**src/rtl/inport_rx_fifo.sv**
```systemverilog
// Receive stage behind the bridge input port: captures one token per valid pulse into a small FIFO.
// Define INPORT_RX_SYNC2_EN to pass `valid` through a 2-flop synchronizer before the capture FSM.
module inport_rx_fifo #(
  parameter int DW = 8,
  parameter int AW = 2
) (
  input  logic          clk_inputport,
  input  logic          reset,
  input  logic          valid,
  input  logic [DW-1:0] din,
  output logic          take,
  input  logic          rd_en,
  output logic [DW-1:0] dout,
  output logic          dout_vld,
  output logic          empty,
  output logic          full,
  output logic [AW:0]   count,
  output logic          err_udf
);

  localparam int          DEPTH   = 1 << AW;
  localparam logic [AW:0] PTR_ONE = {{AW{1'b0}}, 1'b1};

  typedef enum logic [1:0] {
    S_IDLE,
    S_ACK,
    S_WAITLO
  } state_e;

  state_e          state_q, state_d;
  logic            valid_s;
  logic            wr_en;
  logic            rd_ok;
  logic            take_q;
  logic [AW:0]     wr_ptr_q, wr_ptr_d;
  logic [AW:0]     rd_ptr_q, rd_ptr_d;
  logic [DW-1:0]   dout_q, dout_d;
  logic            dout_vld_q, dout_vld_d;
  logic            err_q, err_d;
  logic [DW-1:0]   mem_q [DEPTH];

`ifdef INPORT_RX_SYNC2_EN
  logic [1:0] sync_q;

  // NOTE: sequential state uses non-blocking assignments so every flop samples pre-edge values.
  always_ff @(posedge clk_inputport or negedge reset) begin
    if (!reset) sync_q <= '0;
    else        sync_q <= {sync_q[0], valid};
  end

  assign valid_s = sync_q[1];
`else
  assign valid_s = valid;
`endif

  // Status is decoded from the registered pointers, so it reflects the state before this edge.
  assign empty = (wr_ptr_q == rd_ptr_q);
  assign full  = (wr_ptr_q[AW] != rd_ptr_q[AW]) && (wr_ptr_q[AW-1:0] == rd_ptr_q[AW-1:0]);
  assign count = wr_ptr_q - rd_ptr_q;

  always_ff @(posedge clk_inputport or negedge reset) begin
    if (!reset) state_q <= S_IDLE;
    else        state_q <= state_d;
  end

  // NOTE: every always_comb output gets a default first so no path can infer a latch.
  always_comb begin
    state_d = state_q;
    case (state_q)
      S_IDLE:   if (valid_s && !full) state_d = S_ACK;
      S_ACK:    state_d = S_WAITLO;
      S_WAITLO: if (!valid_s) state_d = S_IDLE;
      default:  state_d = S_IDLE;
    endcase
  end

  always_comb begin
    wr_en = 1'b0;
    if (state_q == S_IDLE && valid_s && !full) wr_en = 1'b1;
  end

  assign rd_ok = rd_en && !empty;

  always_comb begin
    wr_ptr_d   = wr_ptr_q;
    rd_ptr_d   = rd_ptr_q;
    dout_d     = dout_q;
    dout_vld_d = 1'b0;
    err_d      = err_q;
    if (wr_en) wr_ptr_d = wr_ptr_q + PTR_ONE;
    if (rd_ok) begin
      rd_ptr_d   = rd_ptr_q + PTR_ONE;
      dout_d     = mem_q[rd_ptr_q[AW-1:0]];
      dout_vld_d = 1'b1;
    end else if (rd_en) begin
      err_d = 1'b1;
    end
  end

  // take is registered from the next state so the port sees a clean single-cycle pulse.
  always_ff @(posedge clk_inputport or negedge reset) begin
    if (!reset) begin
      take_q     <= 1'b0;
      wr_ptr_q   <= '0;
      rd_ptr_q   <= '0;
      dout_q     <= '0;
      dout_vld_q <= 1'b0;
      err_q      <= 1'b0;
    end else begin
      take_q     <= (state_d == S_ACK);
      wr_ptr_q   <= wr_ptr_d;
      rd_ptr_q   <= rd_ptr_d;
      dout_q     <= dout_d;
      dout_vld_q <= dout_vld_d;
      err_q      <= err_d;
    end
  end

  // NOTE: storage is not reset; zeroed pointers already make old contents unreachable.
  always_ff @(posedge clk_inputport) begin
    if (wr_en) mem_q[wr_ptr_q[AW-1:0]] <= din;
  end

  assign take     = take_q;
  assign dout     = dout_q;
  assign dout_vld = dout_vld_q;
  assign err_udf  = err_q;

endmodule

```
**config.mk**
```make
export PLATFORM = sky130hd
export DESIGN_NAME = inport_rx_fifo
export DESIGN_NICKNAME = d
export VERILOG_FILES = /design/src/rtl/inport_rx_fifo.sv
export SDC_FILE = /design/constraint.sdc
export NUM_CORES = 1
export LEC_CHECK = 0
export CORE_MARGIN = 2
export CORE_UTILIZATION = 33
export DETAILED_ROUTE_END_ITERATION = 10
export DONT_BUFFER_PORTS = 1
export HOLD_SLACK_MARGIN = 0.12
export PLACE_DENSITY_LB_ADDON = 0.12
export SLEW_MARGIN = 20
export SYNTH_ARGS = -nofsm -noshare
export SYNTH_HDL_FRONTEND = slang
export SYNTH_SLANG_ARGS = --single-unit
```
**constraint.sdc**
```tcl
create_clock -name clk_inputport -period 6.04 [get_ports clk_inputport]
set_input_delay 0.604 -clock clk_inputport [delete_from_list [all_inputs] [get_ports clk_inputport]]
set_output_delay 0.604 -clock clk_inputport [all_outputs]
set_load 0.01 [all_outputs]
```
==> flow_metrics.py <==
metrics = {
    "outcome": {
        "status": "completed",
    },
    "layout": {
        "area.growth.synth_to_final_pct": 8.81,
        "fin_nets": 137,
        "fillCellCount": 568,
        "final_layout_size_suffix_gt1_share_pct": 27.1,
        "antenna_cells": 0,
        "stdcell_count": 193,
    },
    "routing": {
        "vias_per_cell": 4.76,
        "routed_wl_um": 3490,
        "drcViolationCount": 0,
        "num_vias": 918,
        "ant_nets": 0,
        "detail_route.wl_per_cell_um": 18.1,
        "drt-pass1-iter-count": 3,
        "drtIter0Drc": 40,
    },
    "floorplan": {
        "dieArea_sq_mm": 0.00698,
        "die_x_um": 83.6,
        "core_sq_mm": 0.00603,
        "dieHeight_um": 83.6,
        "start_util_pct": 34.7,
        "ioPinCount": 28,
        "rows": 28,
    },
    "logic_synthesis": {
        "syn_avg_cell_area_sq_um": 18.8,
        "synth_flop_cell": "edfxtp_1",
        "yosysSeqAreaShare_pct": 68.8,
        "synth_cell_types": 24,
        "synth_edf_count": 32,
        "synth_cells": 111,
        "async_reset_ff_share_pct": 37.3,
        "synthesis.nets": 131,
        "syn-cell-area_sq_mm": 0.00209,
        "ys_ff_latch": 51,
        "synth_area_leader_cell": "edfxtp_1",
        "synth_top_area_share_pct": 46.0,
        "synth_area_leaders": "edfxtp_1 (46%), dfrtp_1 (23%), mux4_2 (8.6%)",
        "synth_most_common_cell": "edfxtp_1",
        "synthTopCellsByCount": "edfxtp_1 (32), dfrtp_1 (19), inv_1 (9), mux2_4 (9), mux4_2 (8)",
        "ys_warn_count": 0,
    },
    "clocking": {
        "numCtsBuffers": 5,
        "cts_tree": "done",
        "cts-root-buf": "clkbuf_8",
        "ctsLongestPathBuffers": 2,
        "clk_pin_slew_ps": 100,
        "post_cts_buffers": 0,
        "clock-sinks": 51,
        "cts_max_level": 2,
        "clk_latency_ps": 300,
    },
    "worst_setup_path": {
        "rrSetupSlack_ps": 3810,
        "cp.required_ps": 5440,
        "r2r_cells": 4,
        "crit_type": "flip-flop to output pin",
        "rr_endpoint": "mem_q[1][6]",
        "rr_startpoint": "rd_ptr_q[0]",
        "end_kind": "output pin",
        "cp_slowest_cell": "dfrtp_1",
        "crit_chain": "ha_1 -> fa_1 -> xnor2_1",
        "startpoint_type": "flip-flop",
        "crit_arrival_ps": 1910,
        "cpPeakStageDelay_ps": 620,
        "cp_max_fo": 11,
    },
    "placed_design": {
        "io_buffer_count": 0,
        "gp_congestion": 0.735,
        "placed_cells": 184,
        "hpwl_um": 2410,
        "place_ws_ps": 3760,
    },
    "timing": {
        "drv_slew": 0,
        "rsz0062_at_grt": "false",
        "fin_hold_ws_ps": 247,
        "tightest_slew_ps": 634,
        "setup_violations": 0,
        "setup_slack_ps": 3520,
        "fin_crit_ps": 2520,
        "finalCritPeriodShare_pct": 41.7,
        "skew_ps": 6.49,
        "max_clock_freq_mhz": 397,
        "max_slew_margin_pct": 57.7,
        "hold_viol": 0,
        "finalSetupTns_ps": 0,
    },
    "power_and_ir_drop": {
        "powerDensity_mw_per_mm2": 520,
        "power_mw": 1.18,
        "total_leakage_power_nw": 0.865,
        "ir_drop_mv": 0.218,
    },
    "grt": {
        "grt_usage_pct": 10.7,
        "grt_pass1_wl_um": 5620,
        "overflow": 0,
        "grt_max_degree": 20,
        "antenna_found_initial": 0,
        "grt_pass1_vias": 977,
    },
    "min_path": {
        "hold_class": "input pin to asynchronous set/reset pin",
    },
    "job": {
        "drv_cap": 0,
    },
}
## layout by cell type, fill, tap and decap left out
cell type	instances
buf_4	1
xor2_1	1
o21ai_1	1
dfrtp_1	19
xnor2_1	6
ha_1	7
nand2_1	1
inv_8	1
a21o_1	1
mux4_2	8
nand3_1	1
nor4bb_1	1
o211ai_1	1
fa_1	1
buf_2	1
and2_2	3
nor2_1	2
edfxtp_1	32
clkbuf_8	5
clkinv_4	2
o2111a_2	1
inv_1	9
o2111a_1	1
mux2_4	9
mux2_2	1
o21ai_0	2
## critical path, delay by kind of cell, from the launching register on
family,cells,cell delay [ps]
xor+xnor,1,300
fa+ha+maj,2,690
flops,1,620
## worst max-delay path by stage
| stage | from | endpoint | depth (start not counted) |
|---|---|---|---|
| after floorplan | rd_ptr_q[1] | mem_q[0][0] | 6 |
| after global placement | rd_ptr_q[0] | mem_q[1][0] | 4 |
| after detailed placement | rd_ptr_q[0] | mem_q[1][1] | 4 |
| after CTS | rd_ptr_q[0] | count[2] | 3 |
| after global routing | rd_ptr_q[0] | count[2] | 3 |
| final | rd_ptr_q[0] | count[2] | 3 |
## final cells by class
type	count	area [sq um]	share of cell area, %
Clock inverter	3	28.8	1.27
Tap cell	75	93.8	4.13
Timing Repair Buffer	2	12.5	0.551
Multi-Input combinational cell	48	598	26.3
Inverter	9	33.8	1.49
Sequential cell	51	1440	63.2
Clock buffer	5	68.8	3.03
## per-stage QoR
step,cell area [sq um],utilization (%)
2_1_floorplan,2090,-
3_3_place_gp,2170,36.0
6_report,2270,37.7
4_1_cts,2280,37.8
5_1_grt,2270,37.7
3_5_place_dp,2170,36.0
## power breakdown
part / switching (mW) / total [mW] / internal [mW]
sequential: 0.105 / 0.584 / 0.478
clock: 0.119 / 0.205 / 0.0860
combinational: 0.187 / 0.393 / 0.206
## registers in the layout, summed over array words and instances (netlist names)
| register | count |
|---|---|
| mem_q | 32 |
| dout | 8 |
| rd_ptr_q | 3 |
| wr_ptr_q | 3 |
| state_q | 2 |
| dout_vld | 1 |
| err_udf | 1 |
| take | 1 |
## kinds of logic (layout without fill, tap and decap cells)
kind of cell,Yosys count,after routing,synth area share (%)
AOI/OAI and AO/OA,7,7,2.58
xor gates and xnor gates,7,7,2.94
adders and majority gates,8,8,5.15
buffers and inverters,12,19,2.58
DFF,51,51,68.8
muxes,18,18,15.6
and+or+nand+nor,8,8,2.34
## metal layers
layer | vias up | global-route usage [%] | routed length (um)
met1 | 470 | 14.0 | 1570
met5 | - | 0 | 0
met3 | 6 | 4.35 | 199
li1 | 417 | - | -
met4 | 0 | 2.64 | 38
met2 | 25 | 16.7 | 1680
## repair_timing
action,in CTS,in global routing
endpoints found under the hold margin,19,0
gates resized for setup,0,0
hold buffers,1,0
(Power assumes the default switching activity.)
